==> config.mk <==
export PLATFORM = sky130hd
export DESIGN_NAME = regfile_dump_sequencer
export DESIGN_NICKNAME = d
export VERILOG_FILES = /design/src/rtl/regfile_dump_sequencer.sv
export SDC_FILE = /design/constraint.sdc
export NUM_CORES = 1
export LEC_CHECK = 0
export CAP_MARGIN = 5
export CORE_ASPECT_RATIO = 0.7
export CORE_MARGIN = 1
export CORE_UTILIZATION = 45
export CTS_CLUSTER_SIZE = 8
export DETAILED_ROUTE_END_ITERATION = 8
export PLACE_DENSITY = 0.93
export SLEW_MARGIN = 30
export SYNTH_ARGS = -nofsm -noshare
export SYNTH_HDL_FRONTEND = slang
export SYNTH_SLANG_ARGS = --single-unit
export TNS_END_PERCENT = 30
==> constraint.sdc <==
create_clock -name clk -period 3.7 [get_ports clk]
set_input_delay 1.11 -clock clk [delete_from_list [all_inputs] [get_ports clk]]
set_output_delay 1.11 -clock clk [all_outputs]
set_load 0.02 [all_outputs]
==> src/rtl/regfile_dump_sequencer.sv <==
// Register-file dump sequencer: walks reg_addr across a register range and streams (addr, data) beats on valid/ready.
// Optional running checksum of the delivered beats is enabled by defining DUMP_CHECKSUM_EN.
module regfile_dump_sequencer #(
  parameter int DATA_W    = 16,
  parameter int ADDR_W    = 5,
  parameter int NUM_REGS  = 32,
  parameter int FIRST_REG = 0,
  parameter int READ_LAT  = 1
) (
  input  logic              clk,
  input  logic              rst,
  input  logic              start,
  input  logic              abort,
  output logic [ADDR_W-1:0] reg_addr,
  input  logic [DATA_W-1:0] reg_data,
  output logic              dump_valid,
  input  logic              dump_ready,
  output logic [ADDR_W-1:0] dump_addr,
  output logic [DATA_W-1:0] dump_data,
  output logic              busy,
  output logic              done,
  output logic [DATA_W-1:0] checksum
);

  typedef enum logic [1:0] {
    S_IDLE,
    S_WAIT,
    S_PRESENT,
    S_FIN
  } state_t;

  localparam logic [ADDR_W-1:0] FIRST_ADDR = ADDR_W'(FIRST_REG);
  localparam logic [ADDR_W-1:0] LAST_ADDR  = ADDR_W'(FIRST_REG + NUM_REGS - 1);
  localparam logic [2:0]        LAT_INIT   = 3'(READ_LAT);

  state_t     state;
  logic [2:0] lat_cnt;
  logic       accept;
  logic       start_ok;

  assign accept   = dump_valid && dump_ready;
  assign start_ok = (state == S_IDLE) && start && !abort;

  // busy and done decode straight from the state register, so they are glitch-free and
  // done lasts exactly the single FIN cycle.
  assign busy = (state != S_IDLE);
  assign done = (state == S_FIN);

  // NOTE: all state and output registers use non-blocking assignments so every branch sees
  // the values from the start of the cycle; reg_addr is deliberately not cleared on return
  // to IDLE, keeping the last probed register visible on the debug port.
  always_ff @(posedge clk or posedge rst) begin
    if (rst) begin
      state      <= S_IDLE;
      lat_cnt    <= 3'd0;
      reg_addr   <= '0;
      dump_valid <= 1'b0;
      dump_addr  <= '0;
      dump_data  <= '0;
    end else begin
      case (state)
        S_IDLE: begin
          if (start_ok) begin
            reg_addr <= FIRST_ADDR;
            lat_cnt  <= LAT_INIT;
            state    <= S_WAIT;
          end
        end
        S_WAIT: begin
          if (abort) begin
            state <= S_IDLE;
          end else if (lat_cnt == 3'd0) begin
            dump_data  <= reg_data;
            dump_addr  <= reg_addr;
            dump_valid <= 1'b1;
            state      <= S_PRESENT;
          end else begin
            lat_cnt <= lat_cnt - 3'd1;
          end
        end
        S_PRESENT: begin
          if (accept) begin
            dump_valid <= 1'b0;
            if (abort) begin
              state <= S_IDLE;
            end else if (dump_addr == LAST_ADDR) begin
              state <= S_FIN;
            end else begin
              reg_addr <= reg_addr + ADDR_W'(1);
              lat_cnt  <= LAT_INIT;
              state    <= S_WAIT;
            end
          end else if (abort) begin
            dump_valid <= 1'b0;
            state      <= S_IDLE;
          end
        end
        S_FIN: begin
          // abort is ignored here: the dump already completed, so the done pulse stands.
          state <= S_IDLE;
        end
        default: begin
          state      <= S_IDLE;
          dump_valid <= 1'b0;
        end
      endcase
    end
  end

`ifdef DUMP_CHECKSUM_EN
  logic [DATA_W-1:0] sum_q;

  // A beat accepted in the same cycle as abort still counts as delivered.
  always_ff @(posedge clk or posedge rst) begin
    if (rst) begin
      sum_q <= '0;
    end else if (start_ok) begin
      sum_q <= '0;
    end else if (accept) begin
      sum_q <= sum_q + dump_data;
    end
  end

  assign checksum = sum_q;
`else
  assign checksum = '0;
`endif

endmodule
==> summary.txt, run 1 <==
Timing
  – Slew @ Worst Pin: 0.7033 ns
  – Worst rel slew slack: 0.5246
  – Final worst-path cycle share: 0.7481
  – Final Slew Violations: 0
  – FMAX: 0.3613 GHz
  – Setup Skew: 0.005622 ns
  – Setup TNS Final: 0 ns
  – Finish-stage setup viols: 0
  – Hold Vio Cnt, Final: 0
  – RSZ-0062 raised after global routing: false
  – Worst Slack Setup Final: 0.9321 ns
  – Hold Slack: 0.5107 ns
  – Final min period: 2.768 ns

Logic synthesis
  – Simple-gate share of the synthesized area: 0.1047
  – Cells after Synth: 132
  – Post-synthesis cell area: 1565 um2
  – Most instantiated cells after synthesis: 32 x dfrtp_1, 21 x mux2_2, 16 x buf_4
  – Area contributors post-synth: dfrtp_1 51%, mux2_2 15%, buf_4 7.7%
  – #FFs+latches synth: 32
  – Xor-xnor portion of the synthesized cell area: 0
  – Largest area contributor in the netlist: dfrtp_1
  – Synth unique cells: 34
  – Count leader, synth: dfrtp_1
  – Yosys warns: 0
  – Synth Area in Adders: 0.02398
  – Synth Area in Compound Gates: 0.09672
  – Fraction of registers with async set/reset: 1.000
  – Ys flop type: dfrtp_1
  – Yosys top cell area share: 0.5116
  – Largest family of logic cells by synthesized area: multiplexers
  – Mux cell area share after synthesis: 0.1511
  – EDFF count, synth: 0
  – Post-synthesis sequential area ratio: 0.5116
  – Syn Area/Cell: 11.86 um2

Detailed routing
  – Post-route ant nets: 0
  – DR iter-0 viols: 57
  – Post-DR vias/cell: 5.000
  – Drt wl/cell: 15.19 um
  – Final wirelength: 3524 um
  – DR DRC count: 0
  – Vias: 1,160
  – 1st-pass router iterations: 4

Pwr
  – Leak pwr: 0.9427 nW
  – PwrDens: 707.1 nW/um2
  – Combinational power share: 0.406
  – Internal power: 987.0 uW
  – Total Power: 1.514 mW
  – Switching Share: 0.3480
  – Sequential power share: 0.375
  – Peak VDD IR: 349.6 uV
  – Clock power frac: 0.219
  – Net switching power figure: 526.7 uW

Final layout
  – Area Growth Syn to Fin: 36.77%
  – N_diodes: 0
  – Final Cell Area: 2141 um2
  – Fillcell total: 244
  – Core Util, Final: 0.6622
  – Nets@finish: 208
  – Layout cell share with drive strength beyond 1: 0.1946
  – Finished Layout Cells: 232

Global route
  – Global-route wire length before repair: 5299 um
  – GRT overflow: 0
  – Initial antenna violation count: 0
  – Vias in the first global route: 1,106
  – Gr usage total: 0.1981
  – Largest net degree at the start of global routing: 33

Run
  – Max Cap Violations: 0

Clocking
  – Clock Path Buffers: 2
  – Num CTS Buffers: 5
  – CTS sink cnt: 32
  – Worst-path clk slew: 0.07 ns
  – Clock Root Buffer: clkbuf_8
  – CTS tree: built
  – Postcts setup bufs: 0
  – Post-CTS Hold Buffers: 0
  – Gates resized, CTS repair: 0
  – H-tree depth: 2
  – Skew-Pair Late Insertion Delay: 0.29 ns

Placed design
  – Place WS: 0.7604 ns
  – Post-DP HPWL: 2555 um
  – Placed cell count: 224
  – Placed inst area: 2029 um2
  – GPL Wtd Cong: 0.7455
  – Port buffer count: 49

Run status
  – Status: complete, no violations

Worst setup path
  – Worst path slowest cell: clkdlybuf4s50_1
  – Levels on crit path: 2
  – Crit. End Element: primary output
  – Crit Path Class: reg2out
  – Buf/Inv on CP: 1
  – Largest delay share family, worst path: buffers and inverters
  – Worst reg2reg path depth: 6
  – Crit start category: flip-flop
  – WP data arrival: 1.66 ns
  – Worst path required time: 2.59 ns
  – Slowest stage delay, CP: 0.55 ns
  – Maximum fanout along the worst path: 11
  – Crit-path cells: or2_2 > clkdlybuf4s50_1

Worst hold path
  – Tightest Hold Check Type: reg2reg
  – Hold Path Cell Cnt: 1

Floorplan
  – Die height: 51.35 um
  – Core Rows: 17
  – Full die area: 3722 um2
  – Num ports: 66
  – Die Wd: 72.49 um
  – Starting Density: 0.4841
  – CORE AREA: 3233 um2
metal layers:
metal / track usage / share of wire / vias to the layer above
met5: 0 / 0 / -
met4: 0.05882 / 0.0088 / 0
met3: 0.06312 / 0.075 / 5
met2: 0.3224 / 0.47 / 54
met1: 0.2535 / 0.45 / 563
li1: - / - / 538
sequential cells by signal, indices dropped and copies added, names as in the netlist:
name	count
dump_valid	1
lat_cnt	3
reg_addr	5
state	2
dump_data	16
dump_addr	5
worst paths after layout:
check	from	to	slack, ns
max in group asynchronous	rst	dump_addr[3]	2.17
worst min-delay path	dump_data[8]	dump_data[8]	0.51
worst min register to register	dump_data[8]	dump_data[8]	0.51
worst max-delay path	state[1]	busy	0.93
min in group asynchronous	rst	dump_data[12]	1.23
worst max register to register	lat_cnt[1]	dump_data[5]	1.73
cell families (layout without fill, tap and decap cells):
family                   count (synthesis)  count (layout)
buffers and inverters                   25              63
other                                    1              16
AO/OA/AOI/OAI                           23              23
multiplexers                            21              21
flip-flops                              32              32
AND/OR/NAND/NOR                         27              27
adder cells (fa/ha/maj)                  3               3
cell usage in the layout (no fill, tap or decap), types with 3 or more instances in the layout:
cell             netlist  layout
a21oi_1                5       5
clkbuf_8               0       5
clkdlybuf4s50_1        0      49
conb_1                 1      16
dfrtp_1               32      32
ha_1                   3       3
inv_1                  4       4
mux2_2                21      21
nand2_1                5       5
nand3_1                5       5
nor2_1                 3       3
o21ai_0                7       7
or3_1                  3       3
layout make-up:
class,count,area (um2),share of cell area
Tap cell,47,58.81,0.02747
Clock inverter,3,42.54,0.01987
Sequential cell,32,800.8,0.3741
Multi-Input combinational cell,90,649.4,0.3033
Timing Repair Buffer,51,505.5,0.2361
Inverter,4,15.01,0.007013
Clock buffer,5,68.82,0.03214
power groups by stage:
stage / clock, mW / combinational [mW] / sequential [mW]
floorplan: 0 / 0.235 / 0.649
global placement: 0 / 0.593 / 0.559
detailed placement: 0 / 0.618 / 0.573
CTS: 0.337 / 0.621 / 0.566
global route: 0.358 / 0.653 / 0.585
finish: 0.332 / 0.615 / 0.567
Note: power is estimated with default switching activity, not from simulation.
==> run 2: changes to the inputs <==
Settings changed: CORE_UTILIZATION 45 to 38, PLACE_DENSITY 0.93 to 0.85.
Clock period 3.7 ns to 2.3 ns, I/O delays scaled along.
==> run 2 against run 1 <==
The flow now finishes with violations (DRC). First-iteration DRC count decreased by 42%. Critical path depth unchanged. Core utilization is 11 points lower. Routed wire length is 13% lower. Worst hold slack lost 0.0090 ns. Largest cell class unchanged. Highest routed layer unchanged.
==> summary.txt, run 2 (synthesis gave the netlist of run 1 again) <==
Detailed routing
  – Post-route ant nets: 0 (unchanged)
  – Drt wl/cell: 12.81 um (-16%)
  – 1st-pass router iterations: 6 (+2)
  – Vias: 1,154 (-0.52%)
  – Final wirelength: 3074 um (-13%)
  – DR iter-0 viols: 33 (-42%)
  – Post-DR vias/cell: 4.808 (-3.8%)
  – DR DRC count: 2 (+2)

Placed design
  – Port buffer count: 49 (unchanged)
  – Post-DP HPWL: 2244 um (-12%)
  – GPL Wtd Cong: 0.7920 (+6.2%)
  – Placed cell count: 232 (+3.6%)

Timing
  – Hold Slack: 0.5017 ns (-0.008989 ns)
  – Finish-stage setup viols: 0 (unchanged)
  – Final worst-path cycle share: 0.9471
  – Worst rel slew slack: 0.5674 (+0.04282)
  – Final Slew Violations: 0 (unchanged)
  – Hold Vio Cnt, Final: 0 (unchanged)
  – Setup Skew: 0.008718 ns (+0.003096 ns)
  – RSZ-0062 raised after global routing: false
  – Slew @ Worst Pin: 0.6399 ns (-0.06334 ns)
  – FMAX: 0.4591 GHz
  – Final min period: 2.178 ns

Clocking
  – Skew-Pair Late Insertion Delay: 0.28 ns (about the same)
  – Postcts setup bufs: 0 (unchanged)
  – Num CTS Buffers: 5 (unchanged)
  – Clock Root Buffer: clkbuf_8
  – CTS sink cnt: 32 (unchanged)
  – CTS tree: built
  – Worst-path clk slew: 0.07 ns (about the same)
  – Clock Path Buffers: 2 (unchanged)
  – H-tree depth: 2 (unchanged)
  – Post-CTS Hold Buffers: 0 (unchanged)

Global route
  – Gr usage total: 0.1533 (-0.04482)
  – Global-route wire length before repair: 4954 um (-6.5%)
  – Vias in the first global route: 1,025 (-7.3%)
  – GRT overflow: 0 (unchanged)
  – Met3 Track Usage GR: 0.07213 (+0.009015)
  – Global Route met1 Usage: 0.2045 (-0.04901)
  – Initial antenna violation count: 0 (unchanged)
  – GR Util met2: 0.2149 (-0.1075)
  – Largest net degree at the start of global routing: 33 (unchanged)
  – Busiest grt layer: met2

Final layout
  – N_diodes: 0 (unchanged)
  – Finished Layout Cells: 240 (+3.4%)
  – Layout cell share with drive strength beyond 1: 0.2074 (+0.01285)
  – Nets@finish: 211 (+1.4%)
  – Most frequent cells in the layout: 48 x clkdlybuf4s50_1, 31 x dfrtp_1, 21 x mux2_2, 16 x conb_1, 7 x o21ai_0
  – Biggest regs: dump_data x16, dump_addr x5, reg_addr x5
  – Max reg flops: 16 (unchanged)
  – Largest Register: dump_data
  – Most common cell after layout, fill and taps aside: clkdlybuf4s50_1
  – Area Growth Syn to Fin: 38.37%

Worst setup path
  – Crit Path Class: reg2out
  – Crit start category: flip-flop
  – Worst reg2reg path depth: 5 (-1)
  – Worst setup path endpoint: done
  – Reg2reg setup slack: 0.56 ns (-1.17 ns)
  – Worst path required time: 1.61 ns (-0.98 ns)
  – Worst setup path start: state[0]
  – Maximum fanout along the worst path: 10 (-1)
  – Reg-to-Reg End: reg_addr[3]
  – Reg-to-reg startpoint: state[1]
  – Crit. End Element: primary output
  – WP data arrival: 1.49 ns (-0.17 ns)

Worst hold path
  – Tightest Hold Check Type: reg2reg

Floorplan
  – CORE AREA: 3923 um2 (+21%)
  – Die height: 55.70 um (+8.5%)
  – Full die area: 4384 um2 (+18%)
  – Die Wd: 78.71 um (+8.6%)
  – Num ports: 66 (unchanged)
  – Core Rows: 19 (+2)
  – Starting Density: 0.3990 (-0.08509)

Pwr
  – Peak VDD IR: 555.6 uV (+59%)
  – Leak pwr: 0.9588 nW (+1.7%)
  – PwrDens: 1110 nW/um2 (+57%)

Run status
  – Failing checks: DRC
  – Status: finished with violations

Run
  – Max Cap Violations: 0 (unchanged)
[run 2: changes by cell type in the layout (fill, tap and decap cells not counted)]
cell             delta
clkdlybuf4s50_1     -1
clkinvlp_4          -1
dfrtp_2             +1
dfrtp_1             -1
dlygate4sd2_1       +1
clkbuf_1            +1
buf_4               +3
[run 2: routing by layer]
metal	vias up	share of wire
met2	52	0.44
met4	0	0.011
met1	553	0.46
met3	4	0.091
li1	545	-
met5	-	0
[run 2: final cells by class]
| class | count | area (um2) |
|---|---|---|
| clock buffer | 6 | 72.57 |
| clock inverter | 2 | 35.03 |
| fill | 336 | 1757 |
| inverter | 4 | 15.01 |
| multi-input combinational | 90 | 649.4 |
| sequential | 32 | 802.0 |
| tap | 52 | 65.06 |
| timing repair buffer | 54 | 526.8 |
[run 2: stage by stage]
step	power (mW)	worst slack [ns]	area (um2)	setup TNS [ns]	utilization
floorplan	1.423	0.5949	1622	0	-
global placement	1.869	0.06923	2058	0	0.5247
detailed placement	1.900	-0.01058	2058	-0.01420	0.5247
CTS	2.431	0.02282	2165	0	0.5518
global route	2.548	0.05262	2166	0	0.5522
finish	2.404	0.1217	2166	0	0.5522
[run 2: timing repair]
item | in CTS | in global routing
endpoints found under the setup margin | 1 | 1
hold endpoints to repair | 0 | 0
gates resized for setup | 1 | 1
[run 2: how the worst min path moves through the flow]
stage | from | to | depth (start not counted)
after detailed placement | dump_data[10] | dump_data[10] | 1
after CTS | dump_data[14] | dump_data[14] | 1
after floorplan | lat_cnt[1] | lat_cnt[1] | 2
final | dump_data[14] | dump_data[14] | 1
after global routing | dump_data[10] | dump_data[10] | 1
after global placement | dump_data[8] | dump_data[8] | 1
[run 2: worst max-delay path, cell delays in order, from the launching register on]
cell and delay, ns:
dfrtp_2 0.45, and2_2 0.16, clkdlybuf4s50_1 0.59
[run 2: power breakdown]
group          switching [mW]  internal, mW
registers               0.133         0.756
clock network           0.202         0.321
logic                   0.473         0.518
total                   0.808          1.60
==> RTL change 1 (settings of run 2) <==
Change the parameter `ADDR_W` from 5 to 4.
--- a/src/rtl/regfile_dump_sequencer.sv
+++ b/src/rtl/regfile_dump_sequencer.sv
@@ -2,7 +2,7 @@
 // Optional running checksum of the delivered beats is enabled by defining DUMP_CHECKSUM_EN.
 module regfile_dump_sequencer #(
   parameter int DATA_W    = 16,
-  parameter int ADDR_W    = 5,
+  parameter int ADDR_W    = 4,
   parameter int NUM_REGS  = 32,
   parameter int FIRST_REG = 0,
   parameter int READ_LAT  = 1
Interface: changed (resized dump_addr and reg_addr); port bits go from 66 to 64. No check against the original RTL was run, so the function may have changed too.
==> RTL change 1 against run 2 <==
Final cell count decreased by 4.2%. Sequential power decreased by 4.6%. Routed wire length decreased by 6.1%. Worst setup slack got worse by 29 ps. Via count decreased by 8.4%. Core utilization increased by 1.6 points. Non-clock buffer count unchanged. Maximum frequency decreased by 1.3%. Synthesized cell count decreased by 5.3%. Area after synthesis decreased by 5.8%. Power decreased by 6.5%. Sequential cell count decreased by 2. Final area decreased by 4.9%. Combinational power about the same.
==> RTL change 1: results (changes against run 2) <==
metric,value,unit,change
status,completed,,
"Arr. time, crit path",1520,ps,+30 ps
r2r worst-path depth,6,,+1
DRT Wirelength,2.89,mm,-6.1%
# diodes,0,,unchanged
Syn Area/Cell,11.8,µm²,-0.56%
maximum fanout along the worst path,9,,-1
largest net degree at the start of global routing,25,,-24%
hpwl dp,2.20,mm,-1.9%
GRT Resource Usage Total,15.7,%,+0.38 points
maximum VDD drop,0.000634,V,+14%
Leak,0.951,nW,-0.79%
DRT iter0 DRCs,37,,+12%
internal power,1.46,mW,-8.7%
asr flop ratio synth,100,%,unchanged
synth top area cells,"dfrtp_1 (51%), mux2_1 (8.4%), buf_4 (8.1%), mux2_2 (4.6%), ha_1 (2.5%)",,
synth unique cells,32,,-5.9%
CTS H-tree lvls,2,,unchanged
Fin Hold WS,490,ps,-11.7 ps
Port Buffer Count,47,,-4.1%
synth warn,0,,unchanged
reg-to-reg critical path endpoint,reg_addr[2],,
Post-Synth Adder-Cell Area,2.55,%,+0.15 points
vias,1057,,-8.4%
final period utilization,96.0,%,+1.3 points
Compound-Gate Fraction of Synth Area,7.98,%,-1.7 points
comb pwr,0.991,mW,about the same
commonest cells in the netlist,"dfrtp_1 (30), buf_4 (16), mux2_1 (11)",,
Worst Hold Path EP,dump_data[10],,
first-pass GRT wire length,4.66,mm,-5.9%
vias in the first global route,1020,,-0.49%
clk_skew,3.48,ps,-5.24 ps
Clock Latency Late Sink,280,ps,about the same
XOR/XNOR share of the synthesized area,0,%,unchanged
Seq. pwr,0.848,mW,-4.6%
initial antenna violation count,0,,unchanged
post-synthesis mux area share,14.3,%,-0.76 points
sequential element share of the synthesized area,50.9,%,-0.23 points
Worst R2R Setup Slack,720,ps,+160 ps
Nets,205,,-2.8%
fillcell total,342,,+1.8%
hold path start,dump_data[10],,
Detailed Routing Iterations Pass 1,4,,-2
Inst Count DP,224,,-3.4%
Vias per Instance,4.60,,-4.4%
biggest regs,"dump_data: 16 flops, dump_addr: 4 flops, reg_addr: 4 flops",,
DP Worst Slack,174,ps,+184 ps
layout cells sized above 1,13.9,%,-6.9 points
gpl congestion,0.757,,-4.4%
## RTL change 1: cell types whose count changed in the layout (fill, tap and decap cells not counted), moves of 3 or more
cell     before  now
inv_1         4    8
a21o_1        0    3
mux2_2       21    6
or3_1         3    0
mux2_1        0   11
o21ai_0       7    3
## RTL change 1: layout make-up
class | count | area [µm²] | area share, %
multi-input combinational | 82 | 597 | 29.0
tap | 50 | 62.6 | 3.04
clock buffer | 6 | 82.6 | 4.01
timing repair buffer | 54 | 538 | 26.1
inverter | 8 | 30.0 | 1.46
sequential | 30 | 751 | 36.4
## RTL change 1: kinds of logic (layout without fill, tap and decap cells)
family	after synthesis	in the layout
flops	30	30
mux	19	19
other cells	1	16
simple gates	27	27
fa+ha+maj	3	3
compound gates	17	17
buf+inv	28	68
## RTL change 1: how the worst max path moves through the flow
stage | startpoint | to | depth (start not counted)
floorplan | abort | lat_cnt[2] | 4
global placement | dump_ready | reg_addr[2] | 6
detailed placement | dump_ready | reg_addr[2] | 6
CTS | state[0] | busy | 2
global route | state[0] | done | 2
finish | state[0] | done | 2
## RTL change 1: metrics by stage
step	instance area (µm²)	power, mW	util (%)
after floorplan	1530	1.42	-
after global placement	1980	1.83	54.5
after detailed placement	1980	1.86	54.5
after CTS	2060	2.28	56.8
after global routing	2060	2.39	56.8
final	2060	2.25	56.8
## RTL change 1: what timing repair did
item / 4_1_cts / 5_1_grt
hold buffers: 0 / 0
gates resized for setup: 0 / 1
setup endpoints to repair: 0 / 1
## RTL change 1: per-layer routing
metal | track usage [%] | share of wire (%) | vias to the layer above
li1 | - | - | 503
met1 | 19.3 | 47 | 501
met2 | 24.2 | 43 | 47
met3 | 6.27 | 8.6 | 6
met4 | 8.65 | 1.6 | 0
met5 | 0 | 0 | -
==> RTL change 2 (flow settings as in run 2) <==
Without the edit above. Re-encode `state_t` (4 states) as Gray code, 2 bits wide.
--- a/src/rtl/regfile_dump_sequencer.sv
+++ b/src/rtl/regfile_dump_sequencer.sv
@@ -23,10 +23,10 @@
 );
 
   typedef enum logic [1:0] {
-    S_IDLE,
-    S_WAIT,
-    S_PRESENT,
-    S_FIN
+    S_IDLE    = 2'b00,
+    S_WAIT    = 2'b01,
+    S_PRESENT = 2'b11,
+    S_FIN     = 2'b10
   } state_t;
 
   localparam logic [ADDR_W-1:0] FIRST_ADDR = ADDR_W'(FIRST_REG);
Check against the original RTL: no difference found for any inputs over 10 cycles, from zero or initial values and one cycle with rst high; not proved beyond that.
==> RTL change 2 against run 2 <==
Worst setup slack worse by 51 ps. Combinational power decreased by 8.9%. Sequential cell count unchanged. Area after synthesis increased by 2.2%. First-iteration DRC count fell by 30%. Maximum frequency decreased by 2.3%. Sequential share of layout area decreased by 0.94 points. Power decreased by 9.7%. Synthesized cell count is 4.5% lower. Final area rose by 2.6%. Routed wire length shrank 0.29%. Final cell count is 0.83% lower. Clock power is 17% lower. Sequential power decreased by 6.3%. Largest power group unchanged. Highest routed layer unchanged.
==> RTL change 2: results (changes against run 2) <==
metric,value,unit,change
Tmin final,2230,ps,+50.5 ps
post-synthesis mux area share,17.4,%,+2.3 points
gpl congestion,0.788,,-0.52%
Worst Hold Path EP,dump_data[12],,
Nets,209,,-0.95%
Inst Count DP,230,,-0.86%
sw frac,32.8,%,-0.78 points
Psw,0.713,mW,-12%
Post-Synth Adder-Cell Area,2.35,%,-0.051 points
Worst R2R Setup Slack,610,ps,+50 ps
DP Area,2130,µm²,+3.4%
layout cells sized above 1,23.1,%,+2.4 points
clock root cell,clkbuf_8,,
commonest cells in the netlist,"dfrtp_1 (32), mux2_2 (19), buf_4 (17)",,
Leak,0.965,nW,+0.62%
r2r worst-path depth,6,,+1
clk_skew,2.35,ps,-6.37 ps
DRT iter0 DRCs,23,,-30%
Fin Hold WS,484,ps,-17.7 ps
crit path from,state[1],,
asr flop ratio synth,100,%,unchanged
first-pass GRT wire length,4.97,mm,+0.40%
crit path capture,busy,,
DP Worst Slack,47.7,ps,+58.3 ps
maximum fanout along the worst path,5,,-5
Compound-Gate Fraction of Synth Area,7.43,%,-2.2 points
reg-to-reg critical path endpoint,dump_data[14],,
Syn Area/Cell,12.7,µm²,+7.0%
synth top area cells,"dfrtp_1 (50%), mux2_2 (13%), buf_4 (8.0%), ha_1 (2.3%), mux2_1 (2.1%)",,
hold path start,dump_data[12],,
largest net degree at the start of global routing,33,,unchanged
Crit Reg-Reg Startpoint,lat_cnt[0],,
DRT Wirelength,3.07,mm,-0.29%
Detailed Routing Iterations Pass 1,4,,-2
GRT Resource Usage Total,15.1,%,-0.20 points
Clk. pwr,0.434,mW,-17%
"CTS clk-pin slew, worst paths",60,ps,
comb pwr,0.903,mW,-8.9%
Final Non-Filler Cells,238,,-0.83%
hpwl dp,2.21,mm,-1.5%
fillcell total,338,,+0.60%
maximum VDD drop,0.000590,V,+6.2%
status,completed,,
vias,1086,,-5.9%
post-cts resize count,0,,-1
sequential element share of the synthesized area,50.1,%,-1.1 points
XOR/XNOR share of the synthesized area,1.10,%,+1.1 points
final design utilization,56.0,%,+0.76 points
vias in the first global route,1014,,-1.1%
[RTL change 2: cell types whose count changed in the layout (fill, tap and decap cells not counted), moves of 3 or more]
cell	delta
mux2i_1	+3
a21oi_1	-3
nand3_1	-4
o21ai_0	-6
or3_1	-3
mux2_1	+3
nor2_1	+3
[RTL change 2: critical path, stage by stage, from the launching register on]
cell and delay, ps:
dfrtp_2 440, or2_2 280, clkdlybuf4s50_1 540
[RTL change 2: area by class of cell]
| type | instances | share of cell area (%) |
|---|---|---|
| multi-input combinational | 84 | 30.6 |
| clock buffer | 6 | 3.72 |
| tap | 52 | 2.93 |
| inverter | 5 | 0.845 |
| sequential | 32 | 36.1 |
| timing repair buffer | 57 | 25.3 |
| clock inverter | 2 | 0.450 |
[RTL change 2: layer usage]
metal  GRT usage, %  share of wire, %  up-vias
met2           22.2                44       44
met4           4.68              0.52        0
li1               -                 -      522
met1           19.4                46      518
met3           7.64               9.0        2
met5              0                 0        -
